--- config.mk ---
export PLATFORM = sky130hd
export DESIGN_NAME = hazard_scoreboard_flat
export DESIGN_NICKNAME = d
export VERILOG_FILES = /design/src/rtl/hazard_scoreboard_if.sv /design/src/rtl/hazard_scoreboard.sv /design/src/flat_wrapper.sv
export SDC_FILE = /design/constraint.sdc
export NUM_CORES = 1
export LEC_CHECK = 0
export BUFFER_PORTS_ARGS = -buffer_cell sky130_fd_sc_hd__buf_2
export CORE_MARGIN = 2
export CORE_UTILIZATION = 45
export CTS_BUF_LIST = sky130_fd_sc_hd__clkbuf_8 sky130_fd_sc_hd__clkbuf_16
export CTS_CLUSTER_SIZE = 14
export DETAILED_ROUTE_END_ITERATION = 12
export PLACE_DENSITY = 0.7
export SLEW_MARGIN = 20
export SYNTH_ARGS = -nofsm -noshare
export SYNTH_HDL_FRONTEND = slang
export SYNTH_SLANG_ARGS = --single-unit
export TNS_END_PERCENT = 5
--- constraint.sdc ---
create_clock -name clk -period 7.4 [get_ports clk]
set_input_delay 0.74 -clock clk [delete_from_list [all_inputs] [get_ports clk]]
set_output_delay 0.74 -clock clk [all_outputs]
set_load 0.005 [all_outputs]
--- src/rtl/hazard_scoreboard_if.sv ---
// Issue/retire/decode-query bundle between the pipeline control and the hazard scoreboard.
interface hazard_scoreboard_if #(parameter int DEPTH = 4);
  localparam int CW = $clog2(DEPTH) + 1;

  logic          issue_valid;
  logic          issue_rd_en;
  logic [4:0]    issue_rd_adr;
  logic          issue_is_load;
  logic          dmem_rsp_valid;
  logic          wb_valid;
  logic          dec_rs1_en;
  logic [4:0]    dec_rs1_adr;
  logic          dec_rs2_en;
  logic [4:0]    dec_rs2_adr;
  logic          stall;
  logic          full;
  logic [CW-1:0] count;
  logic          load_pending;
  logic          protocol_err;

  modport master (
    output issue_valid, issue_rd_en, issue_rd_adr, issue_is_load,
           dmem_rsp_valid, wb_valid,
           dec_rs1_en, dec_rs1_adr, dec_rs2_en, dec_rs2_adr,
    input  stall, full, count, load_pending, protocol_err
  );

  modport slave (
    input  issue_valid, issue_rd_en, issue_rd_adr, issue_is_load,
           dmem_rsp_valid, wb_valid,
           dec_rs1_en, dec_rs1_adr, dec_rs2_en, dec_rs2_adr,
    output stall, full, count, load_pending, protocol_err
  );
endinterface

--- src/rtl/hazard_scoreboard.sv ---
// In-order scoreboard of in-flight instructions; flags load-use hazards and capacity
// stalls to decode, and latches any handshake misuse in a sticky error bit.
module hazard_scoreboard #(
  parameter int DEPTH = 4
) (
  input logic              clk,
  input logic              rst,
  hazard_scoreboard_if.slave sb
);
  localparam int AW = $clog2(DEPTH);
  localparam int CW = AW + 1;

  logic [DEPTH-1:0] r_valid;
  logic [DEPTH-1:0] r_rd_en;
  logic [DEPTH-1:0] r_is_load;
  logic [DEPTH-1:0] r_ready;
  logic [4:0]       r_rd_adr [DEPTH];
  logic [AW-1:0]    r_head;
  logic [AW-1:0]    r_tail;
  logic [CW-1:0]    r_count;
  logic             r_perr;

  logic          w_full;
  logic          w_issue_acc;
  logic          w_retire_acc;
  logic          w_perr_set;
  logic          w_ld_found;
  logic [AW-1:0] w_ld_idx;
  logic [AW-1:0] w_idx;
  logic          w_rs1_chk;
  logic          w_rs2_chk;
  logic          w_haz1;
  logic          w_haz2;

  assign w_full       = (r_count == CW'(DEPTH));
  assign w_issue_acc  = sb.issue_valid && !w_full;
  assign w_retire_acc = sb.wb_valid && (r_count != {CW{1'b0}});
  assign w_rs1_chk    = sb.dec_rs1_en && (sb.dec_rs1_adr != 5'd0);
  assign w_rs2_chk    = sb.dec_rs2_en && (sb.dec_rs2_adr != 5'd0);

  assign w_perr_set = (sb.issue_valid && w_full)
                    || (sb.dmem_rsp_valid && !w_ld_found)
                    || (sb.wb_valid && (r_count == {CW{1'b0}}))
                    || (w_retire_acc && !r_ready[r_head]);

  // Walk from head to tail: the last match seen is the youngest producer, the first
  // outstanding load seen (walking backwards, last assignment) is the oldest.
  always_comb begin
    w_ld_found = 1'b0;
    w_ld_idx   = {AW{1'b0}};
    w_haz1     = 1'b0;
    w_haz2     = 1'b0;
    w_idx      = {AW{1'b0}};
    for (int i = DEPTH - 1; i >= 0; i--) begin
      w_idx      = r_head + AW'(i);
      w_ld_found = (r_valid[w_idx] && r_is_load[w_idx] && !r_ready[w_idx]) ? 1'b1 : w_ld_found;
      w_ld_idx   = (r_valid[w_idx] && r_is_load[w_idx] && !r_ready[w_idx]) ? w_idx : w_ld_idx;
    end
    for (int i = 0; i < DEPTH; i++) begin
      w_idx  = r_head + AW'(i);
      w_haz1 = (w_rs1_chk && r_valid[w_idx] && r_rd_en[w_idx] && (r_rd_adr[w_idx] == sb.dec_rs1_adr))
               ? !r_ready[w_idx] : w_haz1;
      w_haz2 = (w_rs2_chk && r_valid[w_idx] && r_rd_en[w_idx] && (r_rd_adr[w_idx] == sb.dec_rs2_adr))
               ? !r_ready[w_idx] : w_haz2;
    end
  end

  // Entry storage, pointers, occupancy and sticky error.
  always_ff @(posedge clk) begin
    if (rst) begin
      r_valid   <= {DEPTH{1'b0}};
      r_rd_en   <= {DEPTH{1'b0}};
      r_is_load <= {DEPTH{1'b0}};
      r_ready   <= {DEPTH{1'b0}};
      for (int i = 0; i < DEPTH; i++) r_rd_adr[i] <= 5'd0;
      r_head    <= {AW{1'b0}};
      r_tail    <= {AW{1'b0}};
      r_count   <= {CW{1'b0}};
      r_perr    <= 1'b0;
    end else begin
      if (w_issue_acc) begin
        r_valid[r_tail]   <= 1'b1;
        r_rd_en[r_tail]   <= sb.issue_rd_en && (sb.issue_rd_adr != 5'd0);
        r_rd_adr[r_tail]  <= sb.issue_rd_adr;
        r_is_load[r_tail] <= sb.issue_is_load;
        r_ready[r_tail]   <= !(sb.issue_is_load && sb.issue_rd_en);
        r_tail            <= r_tail + {{(AW-1){1'b0}}, 1'b1};
      end
      if (sb.dmem_rsp_valid && w_ld_found) begin
        r_ready[w_ld_idx] <= 1'b1;
      end
      if (w_retire_acc) begin
        r_valid[r_head] <= 1'b0;
        r_head          <= r_head + {{(AW-1){1'b0}}, 1'b1};
      end
      r_count <= r_count + {{(CW-1){1'b0}}, w_issue_acc} - {{(CW-1){1'b0}}, w_retire_acc};
      if (w_perr_set) begin
        r_perr <= 1'b1;
      end
    end
  end

  assign sb.stall        = w_haz1 | w_haz2 | w_full;
  assign sb.full         = w_full;
  assign sb.count        = r_count;
  assign sb.load_pending = w_ld_found;
  assign sb.protocol_err = r_perr;
endmodule

--- src/flat_wrapper.sv ---
// flat-port wrapper written by rule: the top's interface ports become plain ports
module hazard_scoreboard_flat 
#(
  parameter int DEPTH = 4
)
  (clk, rst, sb_issue_valid, sb_issue_rd_en, sb_issue_rd_adr, sb_issue_is_load, sb_dmem_rsp_valid, sb_wb_valid, sb_dec_rs1_en, sb_dec_rs1_adr, sb_dec_rs2_en, sb_dec_rs2_adr, sb_stall, sb_full, sb_count, sb_load_pending, sb_protocol_err);
  hazard_scoreboard_if #(.DEPTH(DEPTH)) sb_i ();
  input logic clk;
  input logic rst;
  input wire logic [$bits(sb_i.issue_valid)-1:0] sb_issue_valid;
  input wire logic [$bits(sb_i.issue_rd_en)-1:0] sb_issue_rd_en;
  input wire logic [$bits(sb_i.issue_rd_adr)-1:0] sb_issue_rd_adr;
  input wire logic [$bits(sb_i.issue_is_load)-1:0] sb_issue_is_load;
  input wire logic [$bits(sb_i.dmem_rsp_valid)-1:0] sb_dmem_rsp_valid;
  input wire logic [$bits(sb_i.wb_valid)-1:0] sb_wb_valid;
  input wire logic [$bits(sb_i.dec_rs1_en)-1:0] sb_dec_rs1_en;
  input wire logic [$bits(sb_i.dec_rs1_adr)-1:0] sb_dec_rs1_adr;
  input wire logic [$bits(sb_i.dec_rs2_en)-1:0] sb_dec_rs2_en;
  input wire logic [$bits(sb_i.dec_rs2_adr)-1:0] sb_dec_rs2_adr;
  output wire logic [$bits(sb_i.stall)-1:0] sb_stall;
  output wire logic [$bits(sb_i.full)-1:0] sb_full;
  output wire logic [$bits(sb_i.count)-1:0] sb_count;
  output wire logic [$bits(sb_i.load_pending)-1:0] sb_load_pending;
  output wire logic [$bits(sb_i.protocol_err)-1:0] sb_protocol_err;
  assign sb_i.issue_valid = sb_issue_valid;
  assign sb_i.issue_rd_en = sb_issue_rd_en;
  assign sb_i.issue_rd_adr = sb_issue_rd_adr;
  assign sb_i.issue_is_load = sb_issue_is_load;
  assign sb_i.dmem_rsp_valid = sb_dmem_rsp_valid;
  assign sb_i.wb_valid = sb_wb_valid;
  assign sb_i.dec_rs1_en = sb_dec_rs1_en;
  assign sb_i.dec_rs1_adr = sb_dec_rs1_adr;
  assign sb_i.dec_rs2_en = sb_dec_rs2_en;
  assign sb_i.dec_rs2_adr = sb_dec_rs2_adr;
  assign sb_stall = sb_i.stall;
  assign sb_full = sb_i.full;
  assign sb_count = sb_i.count;
  assign sb_load_pending = sb_i.load_pending;
  assign sb_protocol_err = sb_i.protocol_err;
  hazard_scoreboard #(.DEPTH(DEPTH)) u_core (.clk(clk), .rst(rst), .sb(sb_i));
endmodule
== After elaboration in Yosys (flattened, before gate mapping) ==
Memory sizes are Yosys's and may differ from the RTL's. A register that Yosys moved wholly into a read port is not among the register bits.
Index checks and enable logic that the tools add are counted.
Word-level totals
  memory bits (writable): 20
  output and inout bits: 7
  register bits: 24
  memories kept: 1
  latch bits: 0
  bits of input ports: 24
  logic and storage cells: 174
  ROM bits: 0
Memories
  u_core.r_rd_adr: words 4, bits a word 5, rd ports 4, clocked after Yosys merged registers in 1, write ports 4, RTL line hazard_scoreboard.sv:17  | logic [4:0] r_rd_adr [DEPTH];
Cells by class
  multiplexer cells: 73
  multiply operators: 0
  divide/modulo/power cells: 0
  reduce and logical (&&, ||, !) cells: 62
  shift operators: 0
  bitwise operators: 6
  $lt $le $gt $ge: 9
  equality and inequality tests: 9
  add/subtract/negate cells: 6
Operators by type and width (number)
  $logic_and 1x1->1: 46
  $eq 5x5->1: 8
  $mux 1: 37
  $bmux 1 s2: 16
  $mux 4: 6
  $lt 2x3->1 const B: 6
  $reduce_bool 5->1: 3
  $mux 2: 7
  $bwmux 4: 3
  $or 4x4->4: 2
  $logic_not 1->1: 7
  $demux 1 s2: 3
  $ge 2x1->1 const B: 3
  $mux 5: 1
  $reduce_or 5->1: 1
  $add 2x1->2 const B: 2
  $add 2x2->2 const B: 2
  $and 4x4->4: 1
  $not 4->4: 1
  $add 3x1->3: 1
  $eq 3x3->1 const B: 1
  $logic_not 3->1: 1
  $logic_or 1x1->1: 3
  $reduce_bool 3->1: 1
  2 further kinds: 3

== Depth between registers and ports, before layout ==
  depth after elaboration: 15
  gate-level depth with buffers: 14
  depth with buffers taken out: 10

== Worst setup path before layout ==
OpenSTA, ideal clock, no wires.
  kind: register -> output
  start point: register u_core.r_head[0]
  end point: output sb_stall
  data required time: 6.660 ns
  path slack: 3.441 ns
  data arrival time: 3.219 ns
  path buffers: 4
  stages on the path, launching flop included: 14
  path through: dfxtp_1 > clkbuf_8 > buf_2 > buf_2 > inv_1 > ha_1 > buf_6 > mux4_1 > xnor2_1 > nand4_1 > or4_1 > nor2_1 > a211oi_1 > o211ai_1
On the way
  elaborated cells between the ends (all ways): 72
  those cells by class: 3 x add/sub; 6 x eq/ne; 32 x mux; 2 x bitwise; 28 x reduce/logical; 1 x memory
RTL lines
  from (decl): RTL line hazard_scoreboard.sv:18  | logic [AW-1:0] r_head;
  from (signal assigned): RTL line hazard_scoreboard.sv:76  | r_head <= {AW{1'b0}};
  from (signal assigned): RTL line hazard_scoreboard.sv:94  | r_head <= r_head + {{(AW-1){1'b0}}, 1'b1};
  $add 2x2->2 *: RTL line hazard_scoreboard.sv:60  | w_idx = r_head + AW'(i);
  net u_core.w_idx[0]: RTL line hazard_scoreboard.sv:29  | logic [AW-1:0] w_idx;
  parallel branches: the longest is 6 deep, another holds $mem_v2 4x5
  $or 1x1->1 * (2 in a row): RTL line hazard_scoreboard.sv:103  | assign sb.stall = w_haz1 | w_haz2 | w_full;
  to (decl): RTL line flat_wrapper.sv:20  | output wire logic [$bits(sb_i.stall)-1:0] sb_stall;
Mark *: on every way through the listed nets, which the timed path passes. The select of a mux whose other input is x is not followed.

== Worst setup path in the final report ==
Ends and elaborated chain as after synthesis.

==> impl_results.md <==
* Crit Path Category: register to output pin
* Clock root cell: clkbuf_8
* Final period demand of the worst path at 5.05 ns
* EDFF count, synth at 20
* Worst min path class: register to register
* Status: finished clean
* Ports at 31
* GPL Wtd Cong at 0.928
* Post-CTS Resized at 0
* ANT cells at 0
* Top cells by count, synth: xnor2_1, nor2_1, a21oi_1
* Power Total at 1.04 mW
* Worst-Margin Slew at 0.887 ns
* Final Hold Slack at 0.491 ns
* Num CTS Buffers at 5
* Global-route wire length before repair at 12800 microns
* Yosys reg bits at 46
* Drt initial violations at 161
* Syn Area/Cell at 10.2 sq um
* Most frequent cell after synthesis: xnor2_1
* Number of global-route vias before repair at 2475
* Initial antenna violation count at 0
* WL final at 7690 microns
* MaxCap Viol Count at 0
* Fmax at 198 MHz
* CTS tree: built
* Port Buffers at 30
* Layout cells sized above 1 at 0.197
* Hold Buf Count CTS at 0
* Post-synth ARST share at 0
* Die Y at 92.2 microns
* GR Overflow Total at 0
* Register area share after synthesis at 0.320
* Max VDD drop at 183 uV
* Critical Path End Type: output pin
* Ys flop type: dfxtp_1
* Syn nets at 377
* CP max FO at 41
* Slew HR at 0.409
* Max Slew Vio Count at 0
* CTS clk-pin slew, worst paths at 0.09 ns
* Worst Path Required at 6.66 ns
* Die width at 92.2 microns
* PwrDens at 278 mW/mm^2
* Final setup skew at 0.00306 ns
* WL/cell at 16.8 microns
* Yosys warnings at 0
* Critical Path AT at 4.31 ns
* Final Hold Vio Count at 0
* Core area at 0.00765 sq mm
* Final Cycle Share at 0.682
* Top cell type's share of synthesized area at 0.172
* Syn-to-layout area delta at 6.93%
* Starting Density at 0.458
* HPWL Detailed at 6050 microns
* Gr usage total at 0.190
* Synthesized area at 0.00350 sq mm
* # rows at 32
* Leakage at 1.34 nW
* Final setup fails at 0
* DRC violation count after routing at 0
* H-tree depth at 2
* Fillers at 706
* RSZ-0062 raised after global routing: false
* Ranking of synthesized cells by area: edfxtp_1, dfxtp_1, mux4_2
* Clock Latency Late Sink at 0.30 ns
* CP startpoint kind: register
* Post-CTS setup buffers at 0
* Fin Setup TNS at 0 ns
* Number of routed nets with antenna violations at 0
* Die ar. at 0.00850 sq mm
* Clock Tree Buf Depth at 2
* Syn Inst Count at 342
* TritonRoute pass-1 iters at 4
* Final nets at 389
* Distinct cell type count of the synthesized netlist at 48
* Largest net degree at the start of global routing at 42
* Vias at 2664
* Clock sinks at 46
* Vias per cell at 5.83
* Synth area leader: edfxtp_1
cells in the final DEF, fill, tap and decap left out, types with 9 or more instances in the layout:
cell / count
a21oi_1: 27
and2_1: 20
buf_2: 30
dfxtp_1: 25
edfxtp_1: 20
ha_1: 10
inv_1: 11
mux4_2: 18
nand2_1: 18
nor2_1: 28
nor4_1: 9
xnor2_1: 35
xor2_1: 9
cells by family after synthesis:
group,after synthesis,synth area share
AND/OR/NAND/NOR,114,0.178
flip-flops,46,0.320
buffers and inverters,36,0.0547
adder cells (fa/ha/maj),11,0.0415
multiplexers,33,0.197
AO/OA/AOI/OAI,58,0.0990
XOR/XNOR,44,0.110
cell type report:
type | instances | area (sq um) | share of cell area
multi-input combinational | 260 | 2190 | 0.585
sequential | 46 | 1120 | 0.300
timing repair buffer | 30 | 150 | 0.0401
tap | 102 | 128 | 0.0341
clock buffer | 5 | 68.8 | 0.0184
clock inverter | 3 | 45.0 | 0.0120
inverter | 11 | 41.3 | 0.0110
final timing paths:
| kind | start | endpoint | slack [ns] | cells after the start |
|---|---|---|---|---|
| setup / recovery | u_core.r_head[0]$_SDFFE_PP0P_ | sb_stall | 2.35 | 9 |
| hold / removal | u_core.r_is_load[1]$_SDFFE_PP0P_ | u_core.r_is_load[1]$_SDFFE_PP0P_ | 0.49 | 2 |
| setup reg to reg | u_core.r_head[0]$_SDFFE_PP0P_ | u_core.r_ready[2]$_SDFF_PP0_ | 3.34 | 8 |
| hold reg to reg | u_core.r_is_load[1]$_SDFFE_PP0P_ | u_core.r_is_load[1]$_SDFFE_PP0P_ | 0.49 | 2 |
registers in the layout, indices dropped and copies added, names as in the netlist, named ones only:
| register | flops |
|---|---|
| u_core.r_head | 2 |
| u_core.r_tail | 2 |
| u_core.r_is_load | 4 |
| u_core.r_valid | 4 |
| u_core.r_rd_adr | 20 |
| u_core.r_rd_en | 4 |
| u_core.r_ready | 4 |
| u_core.sb.protocol_err | 1 |
| u_core.sb.count | 3 |
power by group:
group          switching, mW  leakage, nW  internal, mW
clock network         0.0877       0.0504         0.100
logic                  0.225        0.867         0.246
registers             0.0770        0.420         0.304
routing by layer:
metal	wire length (microns)	track usage
met2	3550	0.294
met3	359	0.0214
met5	0	0
met4	113	0.0510
met1	3660	0.283
critical path, cell delays in order (launching register included):
cell and delay (ns):
dfxtp_2 0.92, inv_1 0.16, ha_1 0.85, mux4_1 0.70
xnor2_1 0.20, nand4_1 0.11, or4_1 0.53, a211oi_1 0.24
o211ai_1 0.14, buf_2 0.14
through the flow:
stage / worst slack, ns / cell area [sq um] / util / cells
finish: 2.35 / 3740 / 0.490 / 457
detailed placement: 2.67 / 3630 / 0.475 / 449
CTS: 2.34 / 3740 / 0.490 / 457
floorplan: 3.44 / 3500 / - / 342
global route: 1.95 / 3740 / 0.490 / 457
global placement: 2.79 / 3630 / 0.475 / 449
Note: power is estimated with default switching activity, not from simulation.
